<file path="src/rtl/cfg_apb_regbank_pkg.sv">
// rtl/cfg_apb_regbank_pkg.sv - register map constants and address decode for the config register bank
//
// Purpose: shared register offsets, ID layout, CTRL bit positions and the
//          address decoder used by cfg_apb_regbank.
// Ports:   none (package).
package cfg_regbank_pkg;

  // Byte offsets of the fixed registers; CFG[i] lives at OFF_CFG_BASE + 4*i.
  localparam int unsigned OFF_CTRL     = 0;
  localparam int unsigned OFF_STATUS   = 4;
  localparam int unsigned OFF_IRQ_EN   = 8;
  localparam int unsigned OFF_ID       = 12;
  localparam int unsigned OFF_CFG_BASE = 16;

  // ID layout: unit count in the upper half-word, config count in the lower.
  localparam int unsigned ID_UNITS_LSB = 16;
  localparam int unsigned ID_CFG_LSB   = 0;

  // CTRL: start bits begin at bit 0; soft reset is the MSB of the data word.
  localparam int unsigned CTRL_START_LSB = 0;

  typedef enum logic [2:0] {
    REG_CTRL   = 3'd0,
    REG_STATUS = 3'd1,
    REG_IRQ_EN = 3'd2,
    REG_ID     = 3'd3,
    REG_CFG    = 3'd4,
    REG_NONE   = 3'd5
  } reg_sel_e;

  typedef struct packed {
    reg_sel_e    sel;
    logic [15:0] cfg_idx;
  } reg_dec_t;

  // Misaligned addresses and anything past the last CFG word decode to REG_NONE.
  function automatic reg_dec_t decode_addr(input logic [31:0] addr, input int unsigned num_cfg);
    reg_dec_t    d;
    logic [29:0] word;
    d.sel     = REG_NONE;
    d.cfg_idx = '0;
    word      = addr[31:2];
    if (addr[1:0] == 2'b00) begin
      if (word < 30'd4) begin
        case (word[1:0])
          2'd0:    d.sel = REG_CTRL;
          2'd1:    d.sel = REG_STATUS;
          2'd2:    d.sel = REG_IRQ_EN;
          default: d.sel = REG_ID;
        endcase
      end else if ((32'(word) - 32'd4) < num_cfg) begin
        d.sel     = REG_CFG;
        d.cfg_idx = 16'(word - 30'd4);
      end
    end
    return d;
  endfunction

  function automatic logic [31:0] id_word(input int unsigned num_units, input int unsigned num_cfg);
    logic [31:0] id;
    id = '0;
    id[ID_UNITS_LSB +: 16] = num_units[15:0];
    id[ID_CFG_LSB   +: 16] = num_cfg[15:0];
    return id;
  endfunction

endpackage

</file>
<file path="src/rtl/cfg_apb_regbank_if.sv">
// rtl/cfg_apb_regbank_if.sv - APB3 bus bundle for the config register bank
//
// Purpose: groups the APB3 request/response signals.
// Signals: PSEL/PENABLE/PWRITE control, PADDR byte address, PWDATA write data,
//          PRDATA read data, PREADY ready, PSLVERR error.
// Modports: master (host side), slave (register bank side).
interface cfg_apb_regbank_if #(
  parameter int ADDR_WIDTH = 8,
  parameter int DATA_WIDTH = 32
);
  logic                  PSEL;
  logic                  PENABLE;
  logic                  PWRITE;
  logic [ADDR_WIDTH-1:0] PADDR;
  logic [DATA_WIDTH-1:0] PWDATA;
  logic [DATA_WIDTH-1:0] PRDATA;
  logic                  PREADY;
  logic                  PSLVERR;

  modport master (
    output PSEL, PENABLE, PWRITE, PADDR, PWDATA,
    input  PRDATA, PREADY, PSLVERR
  );

  modport slave (
    input  PSEL, PENABLE, PWRITE, PADDR, PWDATA,
    output PRDATA, PREADY, PSLVERR
  );
endinterface

</file>
<file path="src/rtl/cfg_apb_regbank_apb3_slave_fsm.sv">
// rtl/cfg_apb_regbank_apb3_slave_fsm.sv - two-state APB3 slave handshake with zero wait states
//
// Purpose: tracks IDLE/ACCESS, registers PREADY/PSLVERR at the setup edge and
//          qualifies the write strobe for the closing edge.
// Ports:   PCLK, PRESETn (async active-low); psel/penable/pwrite/paddr from the bus;
//          setup_err computed by the bank during the setup phase;
//          wr_en (closing-edge write strobe), rd_en (setup-edge read capture),
//          addr_q (address latched at setup), pready, pslverr.
module apb3_slave_fsm #(
  parameter int ADDR_WIDTH = 8
) (
  input  logic                  PCLK,
  input  logic                  PRESETn,
  input  logic                  psel,
  input  logic                  penable,
  input  logic                  pwrite,
  input  logic [ADDR_WIDTH-1:0] paddr,
  input  logic                  setup_err,
  output logic                  wr_en,
  output logic                  rd_en,
  output logic [ADDR_WIDTH-1:0] addr_q,
  output logic                  pready,
  output logic                  pslverr
);
  localparam logic [0:0] IDLE   = 1'b0;
  localparam logic [0:0] ACCESS = 1'b1;

  logic [0:0] state;
  logic       setup_phase;

  assign setup_phase = (state == IDLE) && psel && !penable;

  // The read mux is sampled on the setup edge so PRDATA is valid with PREADY.
  assign rd_en = setup_phase && !pwrite;
  // pslverr still holds the error flagged at setup, which suppresses the write.
  assign wr_en = (state == ACCESS) && psel && penable && pwrite && !pslverr;

  always_ff @(posedge PCLK or negedge PRESETn) begin
    if (!PRESETn) begin
      state   <= IDLE;
      pready  <= 1'b0;
      pslverr <= 1'b0;
      addr_q  <= '0;
    end else begin
      case (state)
        IDLE: begin
          if (setup_phase) begin
            state   <= ACCESS;
            pready  <= 1'b1;
            pslverr <= setup_err;
            addr_q  <= paddr;
          end
        end
        default: begin
          state   <= IDLE;
          pready  <= 1'b0;
          pslverr <= 1'b0;
        end
      endcase
    end
  end
endmodule

</file>
<file path="src/rtl/cfg_apb_regbank.sv">
// rtl/cfg_apb_regbank.sv - APB3 double-buffered config and multi-unit start/done register bank
//
// Purpose: staged CFG words are copied to cfg_active on a CTRL start, so the host
//          can prepare the next job while units run.
// Ports:   PCLK, PRESETn (async active-low); apb (APB3 slave bundle);
//          cfg_active (committed words, word i at [i*DATA_WIDTH +: DATA_WIDTH]);
//          start (per-unit pulse), pe_reset (soft-reset pulse), busy (per unit),
//          done (per-unit completion pulse in), irq (registered interrupt).
module cfg_apb_regbank
  import cfg_regbank_pkg::*;
#(
  parameter int ADDR_WIDTH = 8,
  parameter int DATA_WIDTH = 32,
  parameter int NUM_CFG    = 16,
  parameter int NUM_UNITS  = 4
) (
  input  logic                            PCLK,
  input  logic                            PRESETn,
  cfg_apb_regbank_if.slave                apb,
  output logic [NUM_CFG*DATA_WIDTH-1:0]   cfg_active,
  output logic [NUM_UNITS-1:0]            start,
  output logic                            pe_reset,
  output logic [NUM_UNITS-1:0]            busy,
  input  logic [NUM_UNITS-1:0]            done,
  output logic                            irq
);
  logic                  wr_en;
  logic                  rd_en;
  logic                  setup_err;
  logic                  start_conflict;
  logic [ADDR_WIDTH-1:0] addr_q;
  logic                  pready;
  logic                  pslverr;
  logic [DATA_WIDTH-1:0] prdata_q;
  logic [DATA_WIDTH-1:0] rd_data;
  reg_dec_t              setup_dec;
  reg_dec_t              wr_dec;
  logic [NUM_UNITS-1:0]  wr_start;
  logic [NUM_UNITS-1:0]  w1c;
  logic [NUM_UNITS-1:0]  status;
  logic [NUM_UNITS-1:0]  irq_en;
  logic [DATA_WIDTH-1:0] cfg_staged [NUM_CFG];
  logic [DATA_WIDTH-1:0] cfg_act    [NUM_CFG];

  assign setup_dec = decode_addr(32'(apb.PADDR), NUM_CFG);
  assign wr_dec    = decode_addr(32'(addr_q), NUM_CFG);

  // Restarting a running unit is refused as a whole, including its commit.
  assign start_conflict = apb.PWRITE && (setup_dec.sel == REG_CTRL) &&
                          |(apb.PWDATA[CTRL_START_LSB +: NUM_UNITS] & busy);
  assign setup_err = (setup_dec.sel == REG_NONE) ||
                     (apb.PWRITE && (setup_dec.sel == REG_ID)) ||
                     start_conflict;

  apb3_slave_fsm #(.ADDR_WIDTH(ADDR_WIDTH)) u_fsm (
    .PCLK      (PCLK),
    .PRESETn   (PRESETn),
    .psel      (apb.PSEL),
    .penable   (apb.PENABLE),
    .pwrite    (apb.PWRITE),
    .paddr     (apb.PADDR),
    .setup_err (setup_err),
    .wr_en     (wr_en),
    .rd_en     (rd_en),
    .addr_q    (addr_q),
    .pready    (pready),
    .pslverr   (pslverr)
  );

  assign apb.PREADY  = pready;
  assign apb.PSLVERR = pslverr;
  assign apb.PRDATA  = prdata_q;

  assign wr_start = (wr_en && (wr_dec.sel == REG_CTRL)) ? apb.PWDATA[CTRL_START_LSB +: NUM_UNITS] : '0;
  assign w1c      = (wr_en && (wr_dec.sel == REG_STATUS)) ? apb.PWDATA[NUM_UNITS-1:0] : '0;

  always_ff @(posedge PCLK or negedge PRESETn) begin
    if (!PRESETn) begin
      for (int i = 0; i < NUM_CFG; i++) begin
        cfg_staged[i] <= '0;
        cfg_act[i]    <= '0;
      end
    end else begin
      if (wr_en && (wr_dec.sel == REG_CFG)) begin
        for (int i = 0; i < NUM_CFG; i++) begin
          if (wr_dec.cfg_idx == 16'(i)) cfg_staged[i] <= apb.PWDATA;
        end
      end
      // Commit uses the staged words as they stood before this edge.
      if (|wr_start) begin
        for (int i = 0; i < NUM_CFG; i++) cfg_act[i] <= cfg_staged[i];
      end
    end
  end

  always_ff @(posedge PCLK or negedge PRESETn) begin
    if (!PRESETn) begin
      start    <= '0;
      pe_reset <= 1'b0;
      busy     <= '0;
      status   <= '0;
      irq_en   <= '0;
      irq      <= 1'b0;
    end else begin
      start    <= wr_start;
      pe_reset <= wr_en && (wr_dec.sel == REG_CTRL) && apb.PWDATA[DATA_WIDTH-1];
      busy     <= (busy & ~done) | wr_start;
      // OR-ing done after the clear lets a coincident completion survive W1C.
      status   <= (status & ~w1c) | done;
      if (wr_en && (wr_dec.sel == REG_IRQ_EN)) irq_en <= apb.PWDATA[NUM_UNITS-1:0];
      irq      <= |(status & irq_en);
    end
  end

  always_comb begin
    rd_data = '0;
    case (setup_dec.sel)
      REG_CTRL:   rd_data = DATA_WIDTH'(busy);
      REG_STATUS: rd_data = DATA_WIDTH'(status);
      REG_IRQ_EN: rd_data = DATA_WIDTH'(irq_en);
      REG_ID:     rd_data = DATA_WIDTH'(id_word(NUM_UNITS, NUM_CFG));
      REG_CFG: begin
        for (int i = 0; i < NUM_CFG; i++) begin
          if (setup_dec.cfg_idx == 16'(i)) rd_data = cfg_staged[i];
        end
      end
      default:    rd_data = '0;
    endcase
  end

  always_ff @(posedge PCLK or negedge PRESETn) begin
    if (!PRESETn) prdata_q <= '0;
    else if (rd_en) prdata_q <= rd_data;
  end

  for (genvar g = 0; g < NUM_CFG; g++) begin : g_cfg_out
    assign cfg_active[g*DATA_WIDTH +: DATA_WIDTH] = cfg_act[g];
  end
endmodule

</file>
<file path="src/flat_wrapper.sv">
// flat-port wrapper written by rule: the top's interface ports become plain ports
module cfg_apb_regbank_flat import cfg_regbank_pkg::*;
#(
  parameter int ADDR_WIDTH = 8,
  parameter int DATA_WIDTH = 32,
  parameter int NUM_CFG    = 16,
  parameter int NUM_UNITS  = 4
)
  (PCLK, PRESETn, cfg_active, start, pe_reset, busy, done, irq, apb_PSEL, apb_PENABLE, apb_PWRITE, apb_PADDR, apb_PWDATA, apb_PRDATA, apb_PREADY, apb_PSLVERR);
  cfg_apb_regbank_if #(.ADDR_WIDTH(ADDR_WIDTH), .DATA_WIDTH(DATA_WIDTH)) apb_i ();
  input  logic PCLK;
  input  logic PRESETn;
  output logic [NUM_CFG*DATA_WIDTH-1:0] cfg_active;
  output logic [NUM_UNITS-1:0] start;
  output logic pe_reset;
  output logic [NUM_UNITS-1:0] busy;
  input  logic [NUM_UNITS-1:0] done;
  output logic irq;
  input wire logic [$bits(apb_i.PSEL)-1:0] apb_PSEL;
  input wire logic [$bits(apb_i.PENABLE)-1:0] apb_PENABLE;
  input wire logic [$bits(apb_i.PWRITE)-1:0] apb_PWRITE;
  input wire logic [$bits(apb_i.PADDR)-1:0] apb_PADDR;
  input wire logic [$bits(apb_i.PWDATA)-1:0] apb_PWDATA;
  output wire logic [$bits(apb_i.PRDATA)-1:0] apb_PRDATA;
  output wire logic [$bits(apb_i.PREADY)-1:0] apb_PREADY;
  output wire logic [$bits(apb_i.PSLVERR)-1:0] apb_PSLVERR;
  assign apb_i.PSEL = apb_PSEL;
  assign apb_i.PENABLE = apb_PENABLE;
  assign apb_i.PWRITE = apb_PWRITE;
  assign apb_i.PADDR = apb_PADDR;
  assign apb_i.PWDATA = apb_PWDATA;
  assign apb_PRDATA = apb_i.PRDATA;
  assign apb_PREADY = apb_i.PREADY;
  assign apb_PSLVERR = apb_i.PSLVERR;
  cfg_apb_regbank #(.ADDR_WIDTH(ADDR_WIDTH), .DATA_WIDTH(DATA_WIDTH), .NUM_CFG(NUM_CFG), .NUM_UNITS(NUM_UNITS)) u_core (.PCLK(PCLK), .PRESETn(PRESETn), .apb(apb_i), .cfg_active(cfg_active), .start(start), .pe_reset(pe_reset), .busy(busy), .done(done), .irq(irq));
endmodule
</file>
<file path="config.mk">
export PLATFORM = sky130hd
export DESIGN_NAME = cfg_apb_regbank_flat
export DESIGN_NICKNAME = d
export VERILOG_FILES = /design/src/rtl/cfg_apb_regbank_pkg.sv /design/src/rtl/cfg_apb_regbank_if.sv /design/src/rtl/cfg_apb_regbank_apb3_slave_fsm.sv /design/src/rtl/cfg_apb_regbank.sv /design/src/flat_wrapper.sv
export SDC_FILE = /design/constraint.sdc
export NUM_CORES = 2
export LEC_CHECK = 0
export BUFFER_PORTS_ARGS = -buffer_cell sky130_fd_sc_hd__buf_4
export CAP_MARGIN = 20
export CORE_MARGIN = 2
export CORE_UTILIZATION = 58
export CTS_BUF_LIST = sky130_fd_sc_hd__clkbuf_16
export CTS_CLUSTER_SIZE = 10
export DETAILED_ROUTE_END_ITERATION = 10
export GPL_TIMING_DRIVEN = 0
export PLACE_DENSITY = 0.8
export SLEW_MARGIN = 20
export SYNTH_ARGS = -nofsm -noshare
export SYNTH_HDL_FRONTEND = slang
export SYNTH_HIERARCHICAL = 1
export SYNTH_SLANG_ARGS = --single-unit
export TNS_END_PERCENT = 5
</file>
<file path="constraint.sdc">
create_clock -name PCLK -period 3 [get_ports PCLK]
set_input_delay 0.6 -clock PCLK [delete_from_list [all_inputs] [get_ports PCLK]]
set_output_delay 0.6 -clock PCLK [all_outputs]
set_load 0.005 [all_outputs]
</file>
==> impl_metrics.toml <==
[floorplan]
initial_core_util = 0.5872
core_area_sq_um = 76200
dieArea_sq_um = 79390
fp.dieW_um = 281.8
ios = 605
fp-row-count = 101
die_h_um = 281.8

[yosys]
syn_avg_cell_area_sq_um = 14.62
ys_types = 82
syn_area_sq_um = 44750
syn_nets = 3111
ys_ff_latch = 1085
synth_cells = 3060
synth_edf_count = 0
yosysSeqAreaShare = 0.6068
synth_ff_type = "dfrtp_1"
yosysWarnings = 6
ys_async_sr_fraction = 1.000

[timing]
finalMaxSlewViolations = 0
max-slew-margin-rel = 0.2713
period_share = 1.066
hold_slack_ns = 0.08584
finalSetupViolCount = 41
clock_skew_ns = 0.03035
finalCriticalPeriod_ns = 3.197
max_slew.worst_pin.slew_ns = 1.093
final_hold_viol_count = 0
fin_tns_setup_ns = -1.791
rsz0062_at_grt = "yes"
setup_slack_ns = -0.1967
timing.fmax_ghz = 0.3128

[critical_path]
cpMostUsedCell = "buf_6"
cp_slowest_stage_delay_ns = 0.52
crit_slowest_cell = "a221oi_1"
critPathKind = "input port to flop"
cp_max_fo = 10
arrival_ns = 3.74
end_kind = "flop"
worstPathCellList = "buf_4 > buf_6 > inv_1 > ha_1 > clkbuf_4 > nor2b_2 > a22oi_2 > buf_6 > o22ai_1 > a221oi_1 > and4_1 > nor4_1 > a221o_1"
worstPathRequired_ns = 3.55
crit_path_start_kind = "input port"

[clock_network]
h-tree-depth = 3
numCtsBuffers = 120
cts_sinks = 1085
clockBufferDepth = 3
clock_latency_ns = 0.70
cts_tree = "done"
clkTransAtPathRegs_ns = 0.06
cts_root_buffer = "clkbuf_16"

[global_route]
grt_pass1_wl_um = 233000
overflow = 0
grt_max_degree = 141
grt_use_total = 0.4187
antenna_found_initial = 14
grt_pass1_vias = 32290

[place]
place_hpwl_um = 123200
place.gp.congestion = 0.9666
io_buffers = 604
placed_area_sq_um = 50830

[cells_and_area]
nets = 3880
final_layout_size_suffix_gt1_frac = 0.5110
area_delta_synth_final_pct = 22.91
n_fill_cell = 5120
postLayoutCellArea_sq_um = 55000
final_util = 0.7217

[routing]
via_per_inst = 6.634
drc = 0
drt_iter0_drc = 4387
wirelength_um = 167200
detail-route-antenna-nets = 0
vias = 32440
drtPass1Iterations = 9
wl_per_cell_um = 34.21

[power_and_ir_drop]
p_total_mw = 29.14
powerDensity_nw_per_um2 = 529.8
ir_drop_v = 0.0004752
p_leak_nw = 28.85

[min_path]
hold_class = "input port to async pin"

[flow_run]
max-cap-violations = 0

[status]
status = "complete, but fails checks"
violations = "setup timing"
[critical path, delay by kind of cell]
family                     cells  cell delay (ns)
and+or+nand+nor                3             0.71
AOI/OAI and AO/OA              4             1.34
buffers and inverters          5             0.77
adders and majority gates      1             0.31
[synth_stat cells, types with 5 or more instances]
| cell type | instances | area (sq um) |
|---|---|---|
| a21oi_1 | 34 | 170.2 |
| mux2i_1 | 11 | 110.1 |
| a211oi_1 | 9 | 67.56 |
| mux2_2 | 912 | 10270 |
| nand2_1 | 67 | 251.5 |
| a22o_1 | 19 | 166.4 |
| nor4_1 | 8 | 50.05 |
| a221oi_1 | 35 | 306.5 |
| nand4_1 | 10 | 62.56 |
| clkbuf_1 | 65 | 244.0 |
| a222oi_1 | 18 | 180.2 |
| and2_1 | 6 | 37.54 |
| nor2_1 | 81 | 304.0 |
| o221ai_1 | 18 | 157.7 |
| a22oi_1 | 76 | 570.6 |
| buf_2 | 133 | 665.6 |
| o211ai_1 | 6 | 45.04 |
| nor3_1 | 17 | 85.08 |
| buf_6 | 6 | 67.56 |
| a31oi_1 | 11 | 68.82 |
| mux2_1 | 115 | 1295 |
| nor3_2 | 5 | 50.05 |
| buf_4 | 13 | 97.59 |
| a32o_1 | 5 | 50.05 |
| inv_1 | 12 | 45.04 |
| mux2_4 | 8 | 120.1 |
| o21ai_0 | 61 | 305.3 |
| a221o_1 | 20 | 200.2 |
| o21ai_1 | 8 | 40.04 |
| nor2b_1 | 8 | 50.05 |
| dfrtp_1 | 1085 | 27150 |
| and3_1 | 7 | 43.79 |
| o32ai_1 | 9 | 78.83 |
| a2bb2oi_1 | 9 | 78.83 |
| o22ai_1 | 26 | 162.7 |
| nor3_4 | 6 | 97.59 |
| nand3_1 | 32 | 160.2 |
[state kept, by name, indices dropped and copies added (netlist names), 4 cells and up]
name,cells
u_core/u_fsm/addr_q,8
u_core/cfg_staged,512
u_core/irq_en,4
u_core/start,4
u_core/cfg_active,512
u_core/busy,4
u_core/apb.PRDATA,32
u_core/status,4
[power by group]
part	switching [mW]	internal, mW
clock	5.57	7.33
sequential	0.135	14.8
combinational	0.958	0.381
[placed cells by master (no fill, tap or decap), types with 14 or more instances in the layout]
cell type  instances
dfrtp_1         1083
mux2_2           912
buf_4            683
clkbuf_16        126
mux2_1           115
a22oi_1           75
nor2_1            71
buf_2             66
nand2_1           58
o21ai_0           53
clkbuf_1          46
clkbuf_4          33
a221oi_1          31
a21oi_1           29
o22ai_1           25
nand3_1           23
inv_1             21
a221o_1           20
a22o_1            19
a222oi_1          18
o221ai_1          17
o21ai_1           14
[path summary, 6_finish.rpt]
| check | endpoint | depth (start not counted) | slack, ns | startpoint |
|---|---|---|---|---|
| worst max-delay path | u_core/apb.PRDATA[22]$_DFFE_PN0P_ | 13 | -0.20 | apb_PADDR[4] |
| worst min-delay path | u_core/cfg_active[42]$_DFFE_PN0P_ | 2 | 0.09 | PRESETn |
| worst max register to register | u_core/apb.PRDATA[11]$_DFFE_PN0P_ | 8 | -0.04 | u_core/u_fsm/state$_DFF_PN0_ |
| worst min register to register | u_core/cfg_active[436]$_DFFE_PN0P_ | 1 | 0.49 | u_core/cfg_active[436]$_DFFE_PN0P_ |
| max in group asynchronous | u_core/cfg_active[468]$_DFFE_PN0P_ | 5 | 0.64 | PRESETn |
| min in group PCLK | u_core/status[1]$_DFF_PN0_ | 3 | 0.15 | done[1] |
[area by class of cell]
cell class | instances | area (sq um) | share of cell area
multi-input cells | 1741 | 16840 | 0.3061
diodes | 10 | 25.02 | 0.0004550
repair buffers | 647 | 5077 | 0.09232
well taps | 1030 | 1289 | 0.02343
clock inverters | 17 | 102.6 | 0.001865
plain buffers | 221 | 1336 | 0.02430
clock buffers | 125 | 3128 | 0.05688
inverters | 13 | 50.05 | 0.0009100
flip-flops and latches | 1085 | 27150 | 0.4937
[layer usage]
metal	vias to the layer above	part of all wire	global-route usage
met2	2263	0.45	0.6364
li1	12850	-	-
met3	532	0.12	0.1349
met5	-	0.00027	0
met4	6	0.070	0.2550
met1	16790	0.36	0.5252
[what timing repair did]
action	4_1_cts	5_1_grt
hold buffers	1	0
pin swaps	15	4
setup endpoints to repair	803	899
setup buffers	30	4
gates cloned	0	0
hold endpoints to repair	92	0
resized for setup	120	101
[kinds of logic after synthesis]
logic type | count (synthesis) | share of synthesized area
AO/OA/AOI/OAI | 404 | 0.06798
XOR/XNOR | 4 | 0.0007831
adder cells (fa/ha/maj) | 2 | 0.0005592
buffers and inverters | 234 | 0.02545
flip-flops | 1085 | 0.6068
multiplexers | 1046 | 0.2636
AND/OR/NAND/NOR | 285 | 0.03484
[stage by stage]
step | setup WS (ns) | instances
6_report | -0.1967 | 4889
2_1_floorplan | 0.07018 | 3060
3_5_place_dp | -2.040 | 4702
3_3_place_gp | -11.41 | 4694
5_1_grt | -0.1084 | 4885
4_1_cts | -0.007776 | 4875
No activity file was read; power rests on OpenSTA's default activity.
